File: src/rtl/gpio_regs.sv
// Register offsets, interrupt encodings and defaults shared by the GPIO interrupt device.
package gpio_regs;

  localparam int IN_SYNC = 2;

  localparam logic [11:0] OFF_OE         = 12'h000;
  localparam logic [11:0] OFF_OUT        = 12'h004;
  localparam logic [11:0] OFF_OUT_SET    = 12'h008;
  localparam logic [11:0] OFF_OUT_CLR    = 12'h00C;
  localparam logic [11:0] OFF_OUT_TGL    = 12'h010;
  localparam logic [11:0] OFF_IN         = 12'h014;
  localparam logic [11:0] OFF_IRQ_EN     = 12'h018;
  localparam logic [11:0] OFF_IRQ_TYPE   = 12'h01C;
  localparam logic [11:0] OFF_IRQ_POL    = 12'h020;
  localparam logic [11:0] OFF_IRQ_STATUS = 12'h024;
  localparam logic [11:0] OFF_DEBOUNCE   = 12'h028;

  localparam logic IRQ_TYPE_LEVEL = 1'b0;
  localparam logic IRQ_TYPE_EDGE  = 1'b1;
  localparam logic IRQ_POL_LOW    = 1'b0;
  localparam logic IRQ_POL_HIGH   = 1'b1;

  // Expands the four byte-lane selects into a 32-bit bit mask.
  function automatic logic [31:0] lane_mask(input logic [3:0] byte_select);
    return {{8{byte_select[3]}}, {8{byte_select[2]}}, {8{byte_select[1]}}, {8{byte_select[0]}}};
  endfunction

endpackage

File: src/rtl/gpio_irq_detect.sv
// Per-pin interrupt condition detector with a sticky, write-1-to-clear status bit.
module gpio_irq_detect
  import gpio_regs::*;
(
  input  logic clk,
  input  logic rst,
  input  logic cur,
  input  logic prev,
  input  logic irq_type,
  input  logic irq_pol,
  input  logic w1c,
  output logic status
);

  logic hit;

  always_comb begin
    hit = 1'b0;
    if (irq_type == IRQ_TYPE_EDGE)
      hit = (irq_pol == IRQ_POL_HIGH) ? (cur & ~prev) : (~cur & prev);
    else
      hit = (cur == irq_pol);
  end

  // A new hit in the same cycle as a clear keeps the bit set.
  always_ff @(posedge clk) begin
    if (rst)
      status <= 1'b0;
    else
      status <= hit | (status & ~w1c);
  end

endmodule

File: src/rtl/gpio_irq_device.sv
// GPIO peripheral with atomic output ops and per-pin level/edge interrupts.
// Optional input debounce filter enabled by defining GPIO_DEBOUNCE_EN.
module gpio_irq_device
  import gpio_regs::*;
#(
  parameter logic [3:0] ID             = 4'h0,
  parameter int         IO_COUNT       = 16,
  parameter int         SYNC_STAGES    = IN_SYNC,
  parameter int         DEBOUNCE_WIDTH = 16
) (
  input  logic                clk,
  input  logic                rst,
  input  logic                peripheralEnable,
  input  logic                peripheralBus_we,
  input  logic                peripheralBus_oe,
  output logic                peripheralBus_busy,
  input  logic [15:0]         peripheralBus_address,
  input  logic [3:0]          peripheralBus_byteSelect,
  output logic [31:0]         peripheralBus_dataRead,
  input  logic [31:0]         peripheralBus_dataWrite,
  output logic                requestOutput,
  input  logic [IO_COUNT-1:0] gpio_input,
  output logic [IO_COUNT-1:0] gpio_output,
  output logic [IO_COUNT-1:0] gpio_oe,
  output logic                gpio_irq
);

  // Device select: the top address nibble carries the device ID.
  logic        device_enable;
  logic [11:0] local_addr;
  logic        wr;
  logic        rd;
  logic [31:0] wmask_full;
  logic [31:0] wdata_full;
  logic [IO_COUNT-1:0] wmask;
  logic [IO_COUNT-1:0] wdata;

  assign device_enable = peripheralEnable & (peripheralBus_address[15:12] == ID);
  assign local_addr    = {peripheralBus_address[11:2], 2'b00};
  assign wr            = device_enable & peripheralBus_we;
  assign rd            = device_enable & peripheralBus_oe;
  assign wmask_full    = lane_mask(peripheralBus_byteSelect);
  assign wdata_full    = peripheralBus_dataWrite & wmask_full;
  assign wmask         = wmask_full[IO_COUNT-1:0];
  assign wdata         = wdata_full[IO_COUNT-1:0];

  logic unused_bits;
  assign unused_bits = &{1'b0, peripheralBus_address[1:0], wdata_full, wmask_full, (DEBOUNCE_WIDTH > 0)};

  logic [IO_COUNT-1:0] oe_reg, out_reg, irq_en_reg, irq_type_reg, irq_pol_reg;
  logic [IO_COUNT-1:0] prev_reg, status, w1c;
  logic [IO_COUNT-1:0] sync_reg [SYNC_STAGES];
  logic [IO_COUNT-1:0] sync, filt;
  logic                irq_reg;

  always_ff @(posedge clk) begin
    if (rst) begin
      oe_reg       <= '0;
      out_reg      <= '0;
      irq_en_reg   <= '0;
      irq_type_reg <= '0;
      irq_pol_reg  <= '0;
    end else if (wr) begin
      case (local_addr)
        OFF_OE:       oe_reg       <= (oe_reg & ~wmask) | wdata;
        OFF_OUT:      out_reg      <= (out_reg & ~wmask) | wdata;
        OFF_OUT_SET:  out_reg      <= out_reg | wdata;
        OFF_OUT_CLR:  out_reg      <= out_reg & ~wdata;
        OFF_OUT_TGL:  out_reg      <= out_reg ^ wdata;
        OFF_IRQ_EN:   irq_en_reg   <= (irq_en_reg & ~wmask) | wdata;
        OFF_IRQ_TYPE: irq_type_reg <= (irq_type_reg & ~wmask) | wdata;
        OFF_IRQ_POL:  irq_pol_reg  <= (irq_pol_reg & ~wmask) | wdata;
        default: ;
      endcase
    end
  end

  always_ff @(posedge clk) begin
    if (rst) begin
      for (int i = 0; i < SYNC_STAGES; i++) sync_reg[i] <= '0;
    end else begin
      sync_reg[0] <= gpio_input;
      for (int i = 1; i < SYNC_STAGES; i++) sync_reg[i] <= sync_reg[i-1];
    end
  end

  assign sync = sync_reg[SYNC_STAGES-1];

`ifdef GPIO_DEBOUNCE_EN
  logic [DEBOUNCE_WIDTH-1:0] debounce_reg, prescale_reg;
  logic [IO_COUNT-1:0]       filt_bits;
  logic                      tick;

  assign tick = (prescale_reg == debounce_reg);

  always_ff @(posedge clk) begin
    if (rst) begin
      debounce_reg <= '0;
      prescale_reg <= '0;
    end else if (wr && local_addr == OFF_DEBOUNCE) begin
      debounce_reg <= (debounce_reg & ~wmask_full[DEBOUNCE_WIDTH-1:0]) | wdata_full[DEBOUNCE_WIDTH-1:0];
      prescale_reg <= '0;
    end else begin
      prescale_reg <= tick ? '0 : prescale_reg + 1'b1;
    end
  end

  // Each pin accepts a new value once three consecutive ticks agree on it.
  for (genvar gi = 0; gi < IO_COUNT; gi++) begin : g_debounce
    logic       samp_reg, filt_reg;
    logic [1:0] cnt_reg;
    always_ff @(posedge clk) begin
      if (rst) begin
        samp_reg <= 1'b0;
        filt_reg <= 1'b0;
        cnt_reg  <= 2'd0;
      end else if (tick) begin
        if (sync[gi] == samp_reg) begin
          if (cnt_reg != 2'd3) cnt_reg <= cnt_reg + 2'd1;
          if (cnt_reg == 2'd2) filt_reg <= samp_reg;
        end else begin
          samp_reg <= sync[gi];
          cnt_reg  <= 2'd1;
        end
      end
    end
    assign filt_bits[gi] = filt_reg;
  end

  assign filt = (debounce_reg == '0) ? sync : filt_bits;
`else
  assign filt = sync;
`endif

  assign w1c = (wr && local_addr == OFF_IRQ_STATUS) ? wdata : '0;

  for (genvar gi = 0; gi < IO_COUNT; gi++) begin : g_detect
    gpio_irq_detect u_detect (
      .clk      (clk),
      .rst      (rst),
      .cur      (filt[gi]),
      .prev     (prev_reg[gi]),
      .irq_type (irq_type_reg[gi]),
      .irq_pol  (irq_pol_reg[gi]),
      .w1c      (w1c[gi]),
      .status   (status[gi])
    );
  end

  always_ff @(posedge clk) begin
    if (rst) begin
      prev_reg <= '0;
      irq_reg  <= 1'b0;
    end else begin
      prev_reg <= filt;
      irq_reg  <= |(status & irq_en_reg);
    end
  end

  logic        read_hit;
  logic [31:0] read_data;

  always_comb begin
    read_hit  = 1'b0;
    read_data = '0;
    if (rd) begin
      case (local_addr)
        OFF_OE:         begin read_hit = 1'b1; read_data = 32'(oe_reg);       end
        OFF_OUT:        begin read_hit = 1'b1; read_data = 32'(out_reg);      end
        OFF_OUT_SET,
        OFF_OUT_CLR,
        OFF_OUT_TGL:    begin read_hit = 1'b1; read_data = '0;                end
        OFF_IN:         begin read_hit = 1'b1; read_data = 32'(filt);         end
        OFF_IRQ_EN:     begin read_hit = 1'b1; read_data = 32'(irq_en_reg);   end
        OFF_IRQ_TYPE:   begin read_hit = 1'b1; read_data = 32'(irq_type_reg); end
        OFF_IRQ_POL:    begin read_hit = 1'b1; read_data = 32'(irq_pol_reg);  end
        OFF_IRQ_STATUS: begin read_hit = 1'b1; read_data = 32'(status);       end
`ifdef GPIO_DEBOUNCE_EN
        OFF_DEBOUNCE:   begin read_hit = 1'b1; read_data = 32'(debounce_reg); end
`endif
        default: ;
      endcase
    end
  end

  assign requestOutput          = read_hit;
  assign peripheralBus_dataRead = read_hit ? read_data : 32'hFFFF_FFFF;
  assign peripheralBus_busy     = 1'b0;
  assign gpio_output            = out_reg;
  assign gpio_oe                = oe_reg;
  assign gpio_irq               = irq_reg;

endmodule

File: config.mk
export PLATFORM = sky130hd
export DESIGN_NAME = gpio_irq_device
export DESIGN_NICKNAME = d
export VERILOG_FILES = /design/src/rtl/gpio_regs.sv /design/src/rtl/gpio_irq_detect.sv /design/src/rtl/gpio_irq_device.sv
export SDC_FILE = /design/constraint.sdc
export NUM_CORES = 1
export LEC_CHECK = 0
export ABC_AREA = 1
export CAP_MARGIN = 20
export CORE_AREA = 2 2 141 143
export DETAILED_ROUTE_END_ITERATION = 6
export DIE_AREA = 0 0 143 145
export GPL_ROUTABILITY_DRIVEN = 0
export PLACE_DENSITY = 0.63
export SYNTH_ARGS = -nofsm -noshare
export SYNTH_HDL_FRONTEND = slang
export SYNTH_HIERARCHICAL = 1
export SYNTH_SLANG_ARGS = --single-unit
File: constraint.sdc
create_clock -name clk -period 3.9 [get_ports clk]
set_input_delay 0.78 -clock clk [delete_from_list [all_inputs] [get_ports clk]]
set_output_delay 0.78 -clock clk [all_outputs]
set_load 0.02 [all_outputs]
# Yosys cells after proc, flatten, opt, wreduce, memory -nomap -nowiden
# Memories as Yosys holds them, arrays and structs flattened.
# Cells that the tools add are included.
[classes] eq_ne=25 muxes=44 bitwise=134 n_reduce_logical=11
[ops] cell="16-bit AND" count=8
[ops] cell="16-bit one-hot mux with 7 select lines" count=1
[ops] cell="16-bit bitwise OR" count=6
[ops] cell="16-bit 2-to-1 mux" count=4
[ops] cell="16-bit one-hot mux with 4 select lines" count=1
[ops] cell="1-bit AND" count=51
[ops] cell="1-bit inverter" count=48
[ops] cell="10-bit by 3-bit equality test with 1-bit output (second input constant)" count=4
[ops] cell="1-bit 2-to-1 mux" count=37
[ops] cell="32-bit 2-to-1 mux" count=1
[ops] cell="16-bit inverter" count=2
[ops] cell="10-bit by 2-bit equality test with 1-bit output (second input constant)" count=2
[ops] cell="10-bit by 4-bit equality test with 1-bit output (second input constant)" count=2
[ops] cell="1-bit bitwise OR" count=18
[ops] cell="1-bit equality test" count=16
[ops] cell="16-bit OR reduction" count=1
[ops] cell="16-bit XOR" count=1
[ops] cell="12-bit logical NOT" count=1
[ops] cell="10-bit by 1-bit equality test with 1-bit output (second input constant)" count=1
[ops] cell="2-bit AND reduction" count=5
[ops] cell="10-bit OR reduction" count=1
[ops] cell="4-bit logical NOT" count=1
[ops] cell="4-bit nonzero test" count=1
[ops] cell="1-bit logical AND" count=1
[word_totals] register_bits=113 mem_bits_rw=32 input_bits=73 output_inout_bits=67 elab_cells=238 memories=1
[mem_list] memory="sync_reg" words=2 width=16 read_ports=2 rd_clocked_by_memory_dff=0 wr=2 line="gpio_irq_device.sv:52" source="logic [IO_COUNT-1:0] sync_reg [SYNC_STAGES];"

# Longest topological paths before layout
[depth] word_depth=8 mapped_depth=12 depth_no_buf=11

# By module
# The synthesis kept the hierarchy.
[modules_own_cells] mod="gpio_irq_device" instances=1 cells_per_inst=1012 area_each_um2=6691.4 seq_area_each_um2=2582.5
[modules_own_cells] mod="gpio_irq_detect" instances=16 cells_per_inst=13 area_each_um2=67.6 seq_area_each_um2=20.0

# Worst setup path after synthesis
# No wires, ideal clock.
[synth_timing] path_kind="input to output" start="input port peripheralBus_address[11]" end="output port peripheralBus_dataRead[17]" arrival_ns=2.471 required_ns=3.120 setup_slack_ns=0.649 stages=9 n_path_buf=1 cell_sequence="nor2_4 nand3_2 nor2_2 nor2_1 nand3_1 nor2_1 nor2_1 inv_1 buf_4"
[synth_via] elab_chain_cells=5 elab_cells_between_ends=14 classes_between="eq/ne: 9; mux: 3; reduce/logical: 2"
[synth_lines] item="from (decl)" line="gpio_irq_device.sv:17" source="input logic [15:0] peripheralBus_address,"
[synth_lines] item="10-bit by 4-bit equality test with 1-bit output, or another cell as far along" line="gpio_irq_device.sv:167" source="case (local_addr)"
[synth_lines] item="10-bit OR reduction (no line) *"
[synth_lines] item="1-bit 2-to-1 mux *" line="gpio_irq_device.sv:167"
[synth_lines] item="1-bit 2-to-1 mux *" line="gpio_irq_device.sv:166" source="if (rd) begin"
[synth_lines] item="net requestOutput" line="gpio_irq_device.sv:21" source="output logic requestOutput,"
[synth_lines] item="32-bit 2-to-1 mux *" line="gpio_irq_device.sv:187" source="assign peripheralBus_dataRead = read_hit ? read_data : 32'hFFFF_FFFF;"
[synth_lines] item="to (decl)" line="gpio_irq_device.sv:19" source="output logic [31:0] peripheralBus_dataRead,"
# Mark *: on every way through the listed nets, which the timed path passes. The rest lies on a longest branch.

# Worst setup path in the final report
[layout_timing] start="input port peripheralBus_address[6]" end="output port peripheralBus_dataRead[0]"
[layout_via] elab_chain_cells=5 elab_cells_between_ends=16 classes_between="eq/ne: 9; mux: 5; reduce/logical: 2"
[layout_lines] item="10-bit by 4-bit equality test with 1-bit output, or another cell as far along" line="gpio_irq_device.sv:167"
[layout_lines] item="10-bit OR reduction (no line)"
[layout_lines] item="1-bit 2-to-1 mux" line="gpio_irq_device.sv:167"
[layout_lines] item="1-bit 2-to-1 mux" line="gpio_irq_device.sv:166"
[layout_lines] item="32-bit 2-to-1 mux *" line="gpio_irq_device.sv:187"
# Mark *: on every way between the ends. The rest lies on a longest branch, timed or not.

==> out/qor.yml <==
antenna_found_initial: 1
nets: 1414
pre_cts_slack_ns: 0.0627
tightest_slew_ns: 0.767
status: "finished clean"
syn_to_final_growth_pct: 27.4
clk_path_buf_depth: 2
setup_ws_ns: 0.110
period_minus_slack_ns: 3.79
hp-class: "flop to flop"
clock_sinks: 145
worstHoldStart: "sync_reg[0][6]"
design_area_um2: 9900
postRouteAntennaNets: 0
viasPerCell: 4.71
coreArea_um2: 19200
cts_tree: "built"
synth_cell_type_count: 27
grt_pass1_wl_um: 36600
r2r_cells: 8
grt_pass1_vias: 7092
first_pass_iters: 5
vias: 7550
yosys_warnings: 6
start_util: 0.405
cts_buffers: 17
wire_per_inst_um: 14.5
crit_fanout: 14
fp.dieW_um: 143
crit_path_end_kind: "output port"
synthCells: 1220
root_buffer: "clkbuf_16"
r2r-start: "gpio_output[6]"
critical_path_class: "input port to output port"
final_layout_size_suffix_gt1_frac: 0.0733
finClkSkew_ns: 0.0135
async_reset_ff_frac: 0
die_area_um2: 20700
powerDensity_nw_per_um2: 340
start_kind: "input port"
ios: 140
first_iter_violations: 576
finalWirelength_um: 23200
p_leak_nw: 4.11
synth-edff-count: 0
htree_levels: 4
grt_start_max_net_pins: 66
hold_depth: 2
io_buffers: 118
syn_nets: 1309
hold_viol_final: 0
fp.dieH_um: 145
drc_errors: 0
grt.overflow.total: 0
holdPathEnd: "sync_reg[0][22]"
place_area_um2: 9240
n_fill_cell: 1946
hpwl_um: 15700
clk_latency_ns: 0.43
peakVddDrop_mv: 0.310
diodes: 0
synth_flop_cell: "dfxtp_1"
synth_sequential_area_ratio: 0.373
slew_headroom: 0.489
rows: 51
fin_total_pwr_w: 0.00337
fin_crit_sh: 0.972
maxSlewViolCount: 0
drv_cap: 0
netlist_area_um2: 7770
required_ns: 3.12
worst_ep_arrival_time_ns: 3.01
synth-seq-cells: 145
setup_violations: 0
grt_use_total: 0.226
cts.clk_slew.worst_paths_ns: 0.06
rr_endpoint: "gpio_output[6]"
final.setup.tns_ns: 0
max_freq_mhz: 264
post_cts.repair.setup_buffers: 0
syn_avg_cell_area_um2: 6.37
r2r_slack_ns: 2.59
-- power breakdown --
group          switching [W]  leakage, nW  internal, W
clock               0.000660        0.276     0.000958
sequential         0.0000170         1.18      0.00151
combinational       0.000129         2.66    0.0000909
-- critical path: stages --
cell and delay [ns]:
clkdlybuf4s50_1 0.45, nor2_4 0.19, nand2_2 0.10, nor2_2 0.14, nand2_1 0.14, buf_12 0.20, o21ai_0 0.20, nor2_1 0.08
nand4_1 0.12, clkdlybuf4s50_1 0.61
-- cells in the final DEF, fill, tap and decap left out, drive strengths merged --
cell	count
bufinv	2
clkbuf	19
a21oi	82
a221oi	1
conb	1
o21ai	115
nand2	240
clkdlybuf4s50	91
buf	28
ha	16
o22ai	1
inv	258
clkinv	4
dlymetal6s2s	26
nand4	17
dfxtp	145
nand3	97
nor3	1
nor2	190
clkinvlp	3
-- cell type report --
type	instances	area, um^2	area share
Clock inverter	12	133	0.0134
Inverter	255	957	0.0967
Clock buffer	19	443	0.0447
Timing Repair Buffer	145	1530	0.155
Multi-Input combinational cell	761	3600	0.364
Sequential cell	145	2900	0.293
Tap cell	265	332	0.0335
-- synthesized netlist by cell type, types with 2 or more instances --
master    count  share of area
dfxtp_1     145           0.37
nor2_2        7         0.0056
nor2_4       10          0.014
inv_1       248           0.12
nand4_1      17          0.014
inv_2         6         0.0029
buf_6         2         0.0029
a21oi_1      82          0.053
nand3_2       8          0.010
o21ai_1      21          0.014
nand2_2       5         0.0040
ha_1         16          0.026
buf_2        19          0.012
clkbuf_1     19         0.0092
nand2_1     233           0.11
buf_4        18          0.017
o21ai_0      94          0.061
nand3_1      89          0.057
nor2_1      173          0.084
-- worst max-delay path by stage --
stage,startpoint,to,slack (ns),cells after the start
3_3_place_gp,peripheralBus_address[7],peripheralBus_dataRead[0],0.06,10
4_1_cts,peripheralBus_address[4],peripheralBus_dataRead[6],0.06,10
6_report,peripheralBus_address[6],peripheralBus_dataRead[0],0.11,10
2_1_floorplan,peripheralBus_address[11],peripheralBus_dataRead[17],0.65,9
3_5_place_dp,peripheralBus_address[4],peripheralBus_dataRead[6],0.06,10
5_1_grt,peripheralBus_address[2],peripheralBus_dataRead[13],-0.02,12
-- layer usage --
metal / routed length (um) / GRT usage
met5: 0 / 0
met4: 654 / 0.0817
met3: 1260 / 0.0429
met2: 11200 / 0.377
met1: 10100 / 0.289
-- cells by family after synthesis --
logic type                 share of synthesized area
AOI/OAI and AO/OA                              0.129
adders and majority gates                     0.0258
buffers and inverters                          0.165
DFF                                            0.373
other                                       0.000482
and+or+nand+nor                                0.306
-- metrics by stage --
step                instances  hold WS [ns]  utilization
finish                   1602         0.400        0.515
floorplan                1220         0.388            -
detailed placement       1571         0.393        0.481
CTS                      1602         0.397        0.511
global placement         1571         0.389        0.481
global route             1602         0.413        0.515
-- what timing repair did --
action                                 CTS  global route
setup endpoints to repair                0            32
endpoints found under the hold margin    0             0
hold buffers                             0             0
resized for setup                        0            29
Power figures use the tool's default switching activity.
